$ cat src/rtl/minterm_scan_pkg.sv
// Shared definitions for the minterm scanner: state encoding and minterm-count helpers.
package minterm_scan_pkg;

  localparam int NVARS_DFLT = 4;
  localparam int NMINTERMS  = 1 << NVARS_DFLT;

  localparam logic [1:0] ST_IDLE  = 2'd0;
  localparam logic [1:0] ST_DRIVE = 2'd1;
  localparam logic [1:0] ST_EMIT  = 2'd2;
  localparam logic [1:0] ST_DONE  = 2'd3;

  function automatic int nminterms(input int nvars);
    return 1 << nvars;
  endfunction

endpackage

$ cat src/rtl/minterm_scan.sv
// Sweeps every input vector into an external combinational function, captures its
// truth table as a minterm mask, then streams the set minterm indices over valid/ready.
module minterm_scan
  import minterm_scan_pkg::*;
#(
  parameter int NVARS  = NVARS_DFLT,
  parameter int SETTLE = 2
) (
  input  logic                         clk,
  input  logic                         rst,
  input  logic                         start,
  output logic [NVARS-1:0]             vars_out,
  input  logic                         y_in,
  output logic                         m_valid,
  input  logic                         m_ready,
  output logic [NVARS-1:0]             m_index,
  output logic [nminterms(NVARS)-1:0]  mask_out,
  output logic [NVARS:0]               count,
  output logic                         busy,
  output logic                         done
);

  localparam int NM = nminterms(NVARS);
  localparam int CW = $clog2(SETTLE + 1);
  localparam logic [NVARS-1:0] LAST_IDX  = {NVARS{1'b1}};
  localparam logic [CW-1:0]    SETTLE_LD = CW'(SETTLE);

  logic [1:0]       state_q,    state_d;
  logic [NVARS-1:0] idx_q,      idx_d;
  logic [CW-1:0]    cnt_q,      cnt_d;
  logic [NVARS-1:0] vars_out_q, vars_out_d;
  logic             m_valid_q,  m_valid_d;
  logic [NVARS-1:0] m_index_q,  m_index_d;
  logic [NM-1:0]    mask_q,     mask_d;
  logic [NVARS:0]   count_q,    count_d;
  logic             busy_q,     busy_d;
  logic             done_q,     done_d;
  logic [NVARS-1:0] nxt_ptr_s;

  // Next-state logic; m_index_q doubles as the EMIT pointer so outputs stay registered.
  always_comb begin
    state_d    = state_q;
    idx_d      = idx_q;
    cnt_d      = cnt_q;
    vars_out_d = vars_out_q;
    m_valid_d  = m_valid_q;
    m_index_d  = m_index_q;
    mask_d     = mask_q;
    count_d    = count_q;
    done_d     = 1'b0;
    nxt_ptr_s  = m_index_q + 1'b1;

    case (state_q)
      ST_IDLE: begin
        if (start) begin
          mask_d     = '0;
          count_d    = '0;
          idx_d      = '0;
          vars_out_d = '0;
          cnt_d      = SETTLE_LD;
          state_d    = ST_DRIVE;
        end else begin
          state_d = ST_IDLE;
        end
      end
      ST_DRIVE: begin
        if (cnt_q == CW'(1)) begin
          // Sample on the last cycle of the hold window.
          mask_d[idx_q] = y_in;
          count_d       = count_q + {{NVARS{1'b0}}, y_in};
          if (idx_q == LAST_IDX) begin
            state_d   = ST_EMIT;
            m_index_d = '0;
            m_valid_d = mask_d[0];
          end else begin
            idx_d      = idx_q + 1'b1;
            vars_out_d = idx_q + 1'b1;
            cnt_d      = SETTLE_LD;
          end
        end else begin
          cnt_d = cnt_q - 1'b1;
        end
      end
      ST_EMIT: begin
        if (!m_valid_q || m_ready) begin
          if (m_index_q == LAST_IDX) begin
            state_d    = ST_DONE;
            m_valid_d  = 1'b0;
            m_index_d  = '0;
            vars_out_d = '0;
            done_d     = 1'b1;
          end else begin
            m_index_d = nxt_ptr_s;
            m_valid_d = mask_q[nxt_ptr_s];
          end
        end else begin
          m_valid_d = 1'b1;
        end
      end
      ST_DONE: begin
        state_d = ST_IDLE;
      end
      default: begin
        state_d = ST_IDLE;
      end
    endcase

    busy_d = (state_d == ST_DRIVE) || (state_d == ST_EMIT);
  end

  // State and output registers with synchronous reset.
  always_ff @(posedge clk) begin
    if (rst) begin
      state_q    <= ST_IDLE;
      idx_q      <= '0;
      cnt_q      <= '0;
      vars_out_q <= '0;
      m_valid_q  <= 1'b0;
      m_index_q  <= '0;
      mask_q     <= '0;
      count_q    <= '0;
      busy_q     <= 1'b0;
      done_q     <= 1'b0;
    end else begin
      state_q    <= state_d;
      idx_q      <= idx_d;
      cnt_q      <= cnt_d;
      vars_out_q <= vars_out_d;
      m_valid_q  <= m_valid_d;
      m_index_q  <= m_index_d;
      mask_q     <= mask_d;
      count_q    <= count_d;
      busy_q     <= busy_d;
      done_q     <= done_d;
    end
  end

  assign vars_out = vars_out_q;
  assign m_valid  = m_valid_q;
  assign m_index  = m_index_q;
  assign mask_out = mask_q;
  assign count    = count_q;
  assign busy     = busy_q;
  assign done     = done_q;

endmodule

$ cat config.mk
export PLATFORM = sky130hd
export DESIGN_NAME = minterm_scan
export DESIGN_NICKNAME = d
export VERILOG_FILES = /design/src/rtl/minterm_scan_pkg.sv /design/src/rtl/minterm_scan.sv
export SDC_FILE = /design/constraint.sdc
export NUM_CORES = 1
export LEC_CHECK = 0
export ABC_CLOCK_PERIOD_IN_PS = 4900
export CAP_MARGIN = 20
export CORE_MARGIN = 2
export CORE_UTILIZATION = 30
export DETAILED_ROUTE_END_ITERATION = 10
export PLACE_DENSITY = 0.59
export SETUP_SLACK_MARGIN = 0.02
export SYNTH_ARGS = -nofsm -noshare
export SYNTH_HDL_FRONTEND = slang
export SYNTH_SLANG_ARGS = --single-unit
$ cat constraint.sdc
create_clock -name clk -period 4.9 [get_ports clk]
set_input_delay 1.225 -clock clk [delete_from_list [all_inputs] [get_ports clk]]
set_output_delay 1.225 -clock clk [all_outputs]
set_load 0.02 [all_outputs]
* Word-level counts from Yosys, hierarchy flattened
Index checks and enable logic that the tools add are counted.
Storage, ports and cells: bits in registers 40, input port bits 5, output and inout bits 32, word-level logic and storage cells 88
Cells by class: $add $sub $neg 4, order comparisons 3, equality and inequality tests 15, multiplexer cells 39, bitwise operators 2, reductions and logical operators 15
Operators with widths (count):
- 4-bit two-way mux | 9
- 16-bit two-way mux | 2
- 16-bit case mux with 2 select lines | 1
- 16-bit bitwise mux | 1
- 4-bit case mux with 2 select lines | 2
- 2-bit two-way mux | 7
- 2-bit != test, second input constant | 6
- 4-bit case mux with 3 select lines | 1
- 4-bit by 5-bit < comparator with 1-bit output, second input constant | 2
- 5-bit two-way mux | 2
- 5-bit case mux with 2 select lines | 1
- 3-bit AND reduction | 3
- 4-bit by 1-bit adder with 4-bit output, second input constant | 2
- 4-bit equality test, second input constant | 2
- 1-bit two-way mux | 8
- 2-bit case mux with 4 select lines | 1
- 4-bit AND reduction | 2
- 2-bit by 1-bit equality test with 1-bit output, second input constant | 3
- 2-bit equality test, second input constant | 3
- 6-bit AND reduction | 1
- 5-bit by 1-bit adder with 5-bit output | 1
- 1-bit binary-select mux with 4-bit select | 1
- 1-bit demux with 4-bit select | 1
- 4-bit by 1-bit >= comparator with 1-bit output, second input constant | 1
- other kinds (12) | 15

* Longest topological paths before layout
Gate-level depths: netlist (run 1).
depth after elaboration 8, depth in mapped cells 7, mapped depth without buffers 6

* Worst setup path before layout (run 1)
Ideal clock, no wire load.
kind input port to flip-flop, start in m_ready, end reg vars_out_q[2], in the netlist vars_out[2], library setup time 0.070 ns, arrival 2.320 ns, required time 4.830 ns, slack 2.509 ns, stages on the path 4, path buffers 0, cell sequence and3b_1 -> o32a_1 -> or4_1 -> a21oi_1
Between the ends: cells in the longest elaborated chain, start to end 3
RTL lines:
- start, declared | RTL line minterm_scan.sv:15 | input logic m_ready,
- 1-bit logical OR | RTL line minterm_scan.sv:85 | if (!m_valid_q || m_ready) begin
- 2-bit != test (no line)
- 6-bit AND reduction (no line)
- end signal, assigned | RTL line minterm_scan.sv:128 | vars_out_q <= vars_out_d;
- end, declared | RTL line minterm_scan.sv:31 | logic [NVARS-1:0] vars_out_q, vars_out_d;
No other way between the ends. A chain may end at the register's enable or synchronous reset.

* Final worst setup path (run 1)
start reg m_index_q[0], in the netlist m_index[0], end out m_index[0]
RTL lines:
- start, declared | RTL line minterm_scan.sv:33 | logic [NVARS-1:0] m_index_q, m_index_d;
- start signal, assigned | RTL line minterm_scan.sv:130 | m_index_q <= m_index_d;
- end, declared | RTL line minterm_scan.sv:16 | output logic [NVARS-1:0] m_index,
No word-level cell between the ends.

==> flow_metrics.tcl, run 1 <==
set metrics [dict create \
    outcome "finished clean" \
    grt_most_used_layer "met2" \
    max_clock_freq_mhz 360 \
    pre_cts_ws_ns 1.89 \
    area.growth.synth_to_final_pct 23.3 \
    dp_hpwl_mm 3.71 \
    tightest_slew_ns 0.623 \
    yosysUniqueCellTypes 45 \
    final.period_utilization 0.567 \
    use_met2 0.224 \
    cts_made_buffers 5 \
    synth_area_leaders "dfxtp_1 (37%), a21oi_1 (7.6%), mux4_2 (5.2%), a31o_2 (4.8%), nand2_1 (4.5%)" \
    period_needed_ns 2.78 \
    hold_class "reg2reg" \
    coreArea_mm2 0.00714 \
    worstPathRequired_ns 3.67 \
    critPathCaptureType "output pin" \
    relSlewSlack 0.584 \
    vdd_drop_max_uv 82.5 \
    rrSetupSlack_ns 2.61 \
    drc 0 \
    rsz0062_at_grt "no" \
    cts_max_level 2 \
    root_buffer "clkbuf_8" \
    slew_violations 0 \
    crit_path_start_kind "register" \
    worstSkewPairLatency_ns 0.29 \
    clk_pin_slew_ns 0.08 \
    cts-resized-gates 0 \
    insertedDiodeCount 0 \
    skew_ns 0.00300 \
    port_buffers 36 \
    num_io_pins 37 \
    postSynthRegisterBits 40 \
    ys_warn_count 0 \
    syn_area_mm2 0.00218 \
    max_cap_violations 0 \
    yosysTopAreaCell "dfxtp_1" \
    final_cell_mix "dfxtp_1 (40), clkdlybuf4s50_1 (36), a21oi_1 (33)" \
    overflow 0 \
    syn-instance-count 257 \
    layout-drive-gt1-share 0.114 \
    synth-main-ff-cell "dfxtp_1" \
    synth_fp_nets 269 \
    crit_type "reg2out" \
    antenna_left 0 \
    cpPeakStageDelay_ns 0.69 \
    synth_edf_count 0 \
    fin_tns_setup_ns 0 \
    first_global_vias 1731 \
    setup_violations 0 \
    crit_fanout 9 \
    critPathSlowestCell "clkdlybuf4s50_1" \
    cp_top_family "buffers and inverters" \
    hold_violations 0 \
    nFillCells 756 \
    synth_top_cell_area_share 0.367 \
    grtUsageMet1 0.196 \
    fp-row-count 31 \
    drt-total-wl_mm 5.55 \
    dr.pass1.iters 4 \
    viasPerCell 5.21 \
    final_common_cell "dfxtp_1" \
    timing.critical_path.buf_inv 1 \
    grt_first_pass_wirelength_mm 8.78 \
    drt-wirelength-per-cell_um 14.6 \
    final-seq-area_um2 801 \
    start_util 0.306 \
    track_usage 0.143 \
    cp_cell_sequence "clkdlybuf4s50_1" \
    synthArstFlopShare 0 \
    arrival_ns 1.55 \
    tritoncts "done" \
    grt_max_degree 35 \
    multi_input_area_mm2 0.00126 \
    ys_seq_area_frac 0.367 \
    p_leak_nw 0.863 \
    die_height_um 89.3 \
    fp.dieW_um 89.3 \
    post_cts_buffers 0 \
    hold_buffers 0 \
    clock_path_buffers 2 \
    vias 1979 \
    gp_congestion 0.820 \
    avgSynthCellArea_um2 8.50 \
    setup_ws_ns 2.12 \
    drtIter0Drc 114 \
    final_nets 292 \
    dieArea_mm2 0.00798 \
    grt_antenna_before_repair 0 \
    cts.sinks 40 \
    powerDensity_mw_per_mm2 229 \
    grtUsageMet3 0.0342 \
]
==> final cells by class <==
type | count | area share
clock buffers | 8 | 0.0334
inverters | 3 | 0.00418
multi-input cells | 191 | 0.470
flip-flops and latches | 40 | 0.297
well taps | 99 | 0.0460
repair buffers | 39 | 0.150
==> per-layer routing <==
metal  share of wire  wire length (um)
met3           0.031               173
met4           0.012                67
met2            0.48              2640
met5               0                 0
met1            0.48              2670
==> cells in the mapped netlist (all sizes together), types with 7 or more instances <==
library cell,instances
ha,7
clkbuf,14
nand2,26
nand3,10
dfxtp,40
a21oi,34
nand4,14
o21ai,10
nor3,7
a31o,14
nor2,12
buf,9
==> where the power goes <==
group	internal, W	switching (W)	total (W)
logic	0.0000201	0.0000361	0.0000562
registers	0.000329	0.00000510	0.000334
clock network	0.000115	0.000113	0.000228
==> sequential cells by signal, indices dropped and copies added (netlist names) <==
name and count:
done 1, idx_q 4, count 5, cnt_q 2, m_index 4, mask_out 16
busy 1, m_valid 1, vars_out 4, state_q 2
==> metrics by stage <==
stage / hold WS [ns] / total power, W / cell area, um2 / instances / util
2_1_floorplan: 0.495 / 0.000378 / 2180 / 257 / -
3_3_place_gp: 0.467 / 0.000395 / 2580 / 371 / 0.361
3_5_place_dp: 0.480 / 0.000394 / 2580 / 371 / 0.361
4_1_cts: 0.491 / 0.000624 / 2670 / 379 / 0.374
5_1_grt: 0.511 / 0.000648 / 2690 / 380 / 0.377
6_report: 0.489 / 0.000618 / 2690 / 380 / 0.377
==> worst paths after layout <==
check	start	to	cells after the start
worst max-delay path	m_index[0]	m_index[0]	1
worst max register to register	m_index[0]	m_valid	4
worst min register to register	count[0]	count[0]	2
worst min-delay path	count[0]	count[0]	2
==> logic make-up after synthesis <==
group / Yosys count / share of synthesized area
AOI/OAI and AO/OA: 73 / 0.217
xor gates and xnor gates: 7 / 0.0281
adders and majority gates: 7 / 0.0401
buffers and inverters: 26 / 0.0544
DFF: 40 / 0.367
muxes: 6 / 0.0567
and+or+nand+nor: 98 / 0.237
Power figures use the tool's default switching activity.
==> run 2: changes to the inputs <==
- ABC_CLOCK_PERIOD_IN_PS: 4900 -> 2250
- PLACE_DENSITY: 0.59 -> 0.61
- clock period: 4.9 -> 2.25 ns (I/O delays scaled with it)
==> run 2 against run 1 <==
Clock-buffer cell count decreased by 2. Combinational power up 130%. Setup slack got worse by 2.0 ns. Largest cell class unchanged. Design area up 2.2%. Critical path depth increased by 3. Die area unchanged. Clock power is 120% higher. First-iteration DRC count fell by 9.6%. Worst hold slack got worse by 0.0054 ns. Clock skew rose by 0.0018 ns.
==> flow_metrics.tcl, run 2 (synthesis gave the netlist of run 1 again) <==
set metrics [dict create \
    drt-wirelength-per-cell_um 14.2 \
    start_util 0.306 \
    hold_ws_ns 0.484 \
    area.growth.synth_to_final_pct 26.1 \
    num_io_pins 37 \
    cts_max_level 2 \
    post_cts_buffers 0 \
    cp_cell_sequence "ha_1 -> mux4_2 -> mux4_2 -> o2bb2ai_1" \
    worstPathRequired_ns 2.44 \
    viasPerCell 5.13 \
    hold_buffers 0 \
    die_height_um 89.3 \
    final_nets 299 \
    first_global_vias 1779 \
    worstReg2RegEnd "m_valid" \
    insertedDiodeCount 0 \
    cp_common_cell "mux4_2" \
    crit_fanout 5 \
    nFillCells 742 \
    timing.critical_path.buf_inv 0 \
    dr.pass1.iters 4 \
    crit_path_start_kind "register" \
    crit_type "reg2reg" \
    root_buffer "clkbuf_8" \
    fp-row-count 31 \
    cts-resized-gates 0 \
    largest_reg_flops 16 \
    hold_violations 0 \
    cp_top_family "multiplexers" \
    drt-total-wl_mm 5.48 \
    dp_hpwl_mm 3.73 \
    arrival_ns 2.28 \
    worstSkewPairLatency_ns 0.29 \
    vdd_drop_max_uv 223 \
    final_common_cell "dfxtp_1" \
    period_needed_ns 2.09 \
    fp.dieW_um 89.3 \
    drtIter0Drc 103 \
    vias 1987 \
    worstReg2RegStart "m_index[1]" \
    layout-drive-gt1-share 0.142 \
    setup_violations 0 \
    grt_antenna_before_repair 0 \
    relSlewSlack 0.604 \
    rsz0062_at_grt "no" \
    cpPeakStageDelay_ns 0.56 \
    skew_ns 0.00476 \
    tightest_slew_ns 0.592 \
    drc 0 \
    multi_input_area_mm2 0.00126 \
    slew_violations 0 \
    cts_made_buffers 5 \
    clk_pin_slew_ns 0.08 \
    powerDensity_mw_per_mm2 493 \
    hold_class "reg2reg" \
    final-seq-area_um2 801 \
    worstHoldEndpoint "count[0]" \
    grt_max_degree 41 \
    rrSetupSlack_ns 0.16 \
    tritoncts "done" \
    final_cell_mix "dfxtp_1 (40), clkdlybuf4s50_1 (36), a21oi_1 (33)" \
    track_usage 0.143 \
    overflow 0 \
    ff2ff_path_depth 4 \
    max_clock_freq_mhz 478 \
    coreArea_mm2 0.00714 \
    port_buffers 36 \
    antenna_left 0 \
    critPathSlowestCell "mux4_2" \
    final.period_utilization 0.930 \
    gp_congestion 0.809 \
    dieArea_mm2 0.00798 \
    pre_cts_ws_ns -0.0506 \
    cts.sinks 40 \
    grt_first_pass_wirelength_mm 8.84 \
    min_from "count[0]" \
    max_cap_violations 0 \
    critPathCaptureType "register" \
    whs_path_depth 2 \
    setup_ws_ns 0.157 \
    clock_path_buffers 2 \
    p_leak_nw 0.904 \
    outcome "finished clean" \
    fin_tns_setup_ns 0 \
]
==> run 2: cell types whose count changed in the layout (fill, tap and decap cells not counted) <==
cell	delta
buf_4	+6
buf_12	+2
clkbuf_1	-2
clkinv_2	+2
buf_16	-1
==> run 2: worst max-delay path by stage <==
stage          cells after the start        from          end  slack [ns]
5_1_grt                            4  m_index[1]      m_valid        0.07
3_3_place_gp                       5     m_ready  vars_out[2]       -0.03
4_1_cts                            4  m_index[1]      m_valid        0.13
2_1_floorplan                      4  m_index[1]      m_valid        0.24
6_report                           4  m_index[1]      m_valid        0.16
3_5_place_dp                       5     m_ready  vars_out[2]       -0.05
==> run 2: report_power, final <==
group          leakage [nW]  switching, W  internal (W)
Clock                0.0510      0.000256      0.000245
Combinational         0.530     0.0000797     0.0000506
Sequential            0.323     0.0000113      0.000715
==> run 2: worst register-to-register path, cell delays in order, from the launching register on <==
cell and delay, ns:
dfxtp_1 0.35, ha_1 0.46, mux4_2 0.56, mux4_2 0.48
o2bb2ai_1 0.14
==> run 2: cell type report <==
type	instances	share of cell area
Clock buffer	6	0.0300
Clock inverter	2	0.00363
Inverter	3	0.00409
Multi-Input combinational cell	191	0.459
Sequential cell	40	0.291
Tap cell	99	0.0450
Timing Repair Buffer	46	0.167
==> run 2: stage by stage <==
stage	total power (W)	instances	instance area (um2)	util
floorplan	0.000823	257	2180	-
global placement	0.000872	379	2660	0.373
detailed placement	0.000873	379	2660	0.373
CTS	0.00137	387	2750	0.386
global route	0.00141	387	2750	0.386
finish	0.00136	387	2750	0.386
==> run 2: per-layer routing <==
layer	vias up	part of all wire	global-route usage
met5	-	0	0
met4	0	0.0047	0.0380
met3	2	0.048	0.0388
met2	46	0.47	0.214
met1	933	0.47	0.203
li1	1006	-	-
==> run 3: changes to the inputs <==
- CELL_PAD_IN_SITES_DETAIL_PLACEMENT: default -> 0
- CELL_PAD_IN_SITES_GLOBAL_PLACEMENT: default -> 2
- CORE_UTILIZATION: 30 -> 28
- PLACE_DENSITY: 0.61 -> 0.84
==> run 3 against run 2 <==
Global-route usage shrank 0.39 points. Die area grew 6.8%. Core utilization shrank 2.2 points. Via count shrank 0.81%. Design area grew 1.1%. Worst hold slack lost 0.0089 ns. Combinational power is essentially flat. Final cell count grew 1.0%. First-iteration DRC count grew 0.97%. Register-to-register slack is essentially flat. Critical path type unchanged. Largest cell class unchanged.
==> flow_metrics.tcl, run 3 (synthesis gave the netlist of run 1 again) <==
set metrics [dict create \
    outcome "finished clean" \
    slew_violations 0 \
    hold_class "reg2reg" \
    setup_violations 0 \
    clock_path_buffers 2 \
    post_cts_buffers 0 \
    fp-row-count 32 \
    vdd_drop_max_uv 206 \
    ff2ff_path_depth 4 \
    arrival_ns 2.29 \
    powerDensity_mw_per_mm2 524 \
    hold_ws_ns 0.475 \
    final.period_utilization 0.934 \
    cts-resized-gates 0 \
    skew_ns 0.0117 \
    hold_buffers 0 \
    setup_ws_ns 0.149 \
    rrSetupSlack_ns 0.15 \
    relSlewSlack 0.608 \
    grt_antenna_before_repair 0 \
    insertedDiodeCount 0 \
    cts_made_buffers 5 \
    overflow 0 \
    worstReg2RegStart "m_index[1]" \
    rsz0062_at_grt "no" \
    min_from "count[0]" \
    vias 1971 \
    pre_cts_ws_ns -0.0312 \
    power_w 0.00146 \
    drt-wirelength-per-cell_um 14.5 \
    coreArea_mm2 0.00765 \
    final_common_cell "dfxtp_1" \
    num_io_pins 37 \
    viasPerCell 5.04 \
    worstPathRequired_ns 2.44 \
    area.growth.synth_to_final_pct 27.4 \
    layout-drive-gt1-share 0.145 \
    placed_area_mm2 0.00267 \
    drt-total-wl_mm 5.65 \
    port_buffers 36 \
    worstSetupEndpoint "m_valid" \
    crit_type "reg2reg" \
    start_util 0.286 \
    cts_max_level 2 \
    hold_violations 0 \
    die_height_um 92.3 \
    first_global_vias 1919 \
    critPathCaptureType "register" \
    dr.pass1.iters 4 \
    worstSkewPairLatency_ns 0.30 \
    period_needed_ns 2.10 \
    crit_fanout 5 \
    crit_start "m_index[1]" \
    crit_path_start_kind "register" \
    nFillCells 799 \
    final_nets 300 \
    max_cap_violations 0 \
    fp.dieW_um 92.3 \
    grt_first_pass_wirelength_mm 9.48 \
    antenna_left 0 \
    track_usage 0.139 \
    clk_pin_slew_ns 0.08 \
    largest_reg_flops 16 \
    drc 0 \
    root_buffer "clkbuf_8" \
    final_cell_mix "dfxtp_1 (40), clkdlybuf4s50_1 (36), a21oi_1 (33)" \
    worstReg2RegEnd "m_valid" \
    gp_congestion 0.738 \
    tightest_slew_ns 0.586 \
    cts.sinks 40 \
    max_clock_freq_mhz 476 \
    grt_max_degree 41 \
    dieArea_mm2 0.00852 \
    dp_hpwl_mm 3.89 \
    final_area_mm2 0.00278 \
    p_leak_nw 0.913 \
    drtIter0Drc 104 \
    tritoncts "done" \
]
## run 3: worst min path at each step
stage                   to  slack, ns  cells past startpoint
2_1_floorplan     idx_q[1]       0.50                      2
3_3_place_gp      count[0]       0.47                      2
3_5_place_dp      count[0]       0.47                      2
4_1_cts           count[0]       0.48                      2
5_1_grt        vars_out[2]       0.51                      2
6_report          count[0]       0.47                      2
## run 3: through the flow
step	util	instances	TNS (ns)
after detailed placement	0.349	383	-0.0582
after CTS	0.364	391	0
after floorplan	-	257	0
after global routing	0.364	391	0
final	0.364	391	0
after global placement	0.349	383	-0.0441
## run 3: routing by layer
layer | GRT usage | up-vias | part of all wire | wire length, um
li1 | - | 1002 | - | -
met1 | 0.185 | 923 | 0.49 | 2780
met2 | 0.228 | 40 | 0.46 | 2630
met3 | 0.0252 | 6 | 0.030 | 168
met4 | 0.0448 | 0 | 0.014 | 80
met5 | 0 | - | 0 | 0
## run 3: layout make-up
type,instances,area (um2),area share
multi-input combinational,191,1260,0.454
timing repair buffer,47,468,0.168
clock buffer,5,68.8,0.0247
tap,102,128,0.0458
inverter,3,11.3,0.00404
clock inverter,3,42.5,0.0153
sequential,40,801,0.288
## run 3: worst max-delay path, stage by stage (launching register included)
cell and delay, ns:
dfxtp_1 0.34, ha_1 0.47, mux4_2 0.56, mux4_2 0.48
o2bb2ai_1 0.13
## run 3: where the power goes
group / leakage [nW] / internal [W] / total, W / switching [W]
logic: 0.536 / 0.0000516 / 0.000131 / 0.0000798
clock network: 0.0541 / 0.000328 / 0.000600 / 0.000271
registers: 0.323 / 0.000716 / 0.000726 / 0.0000109
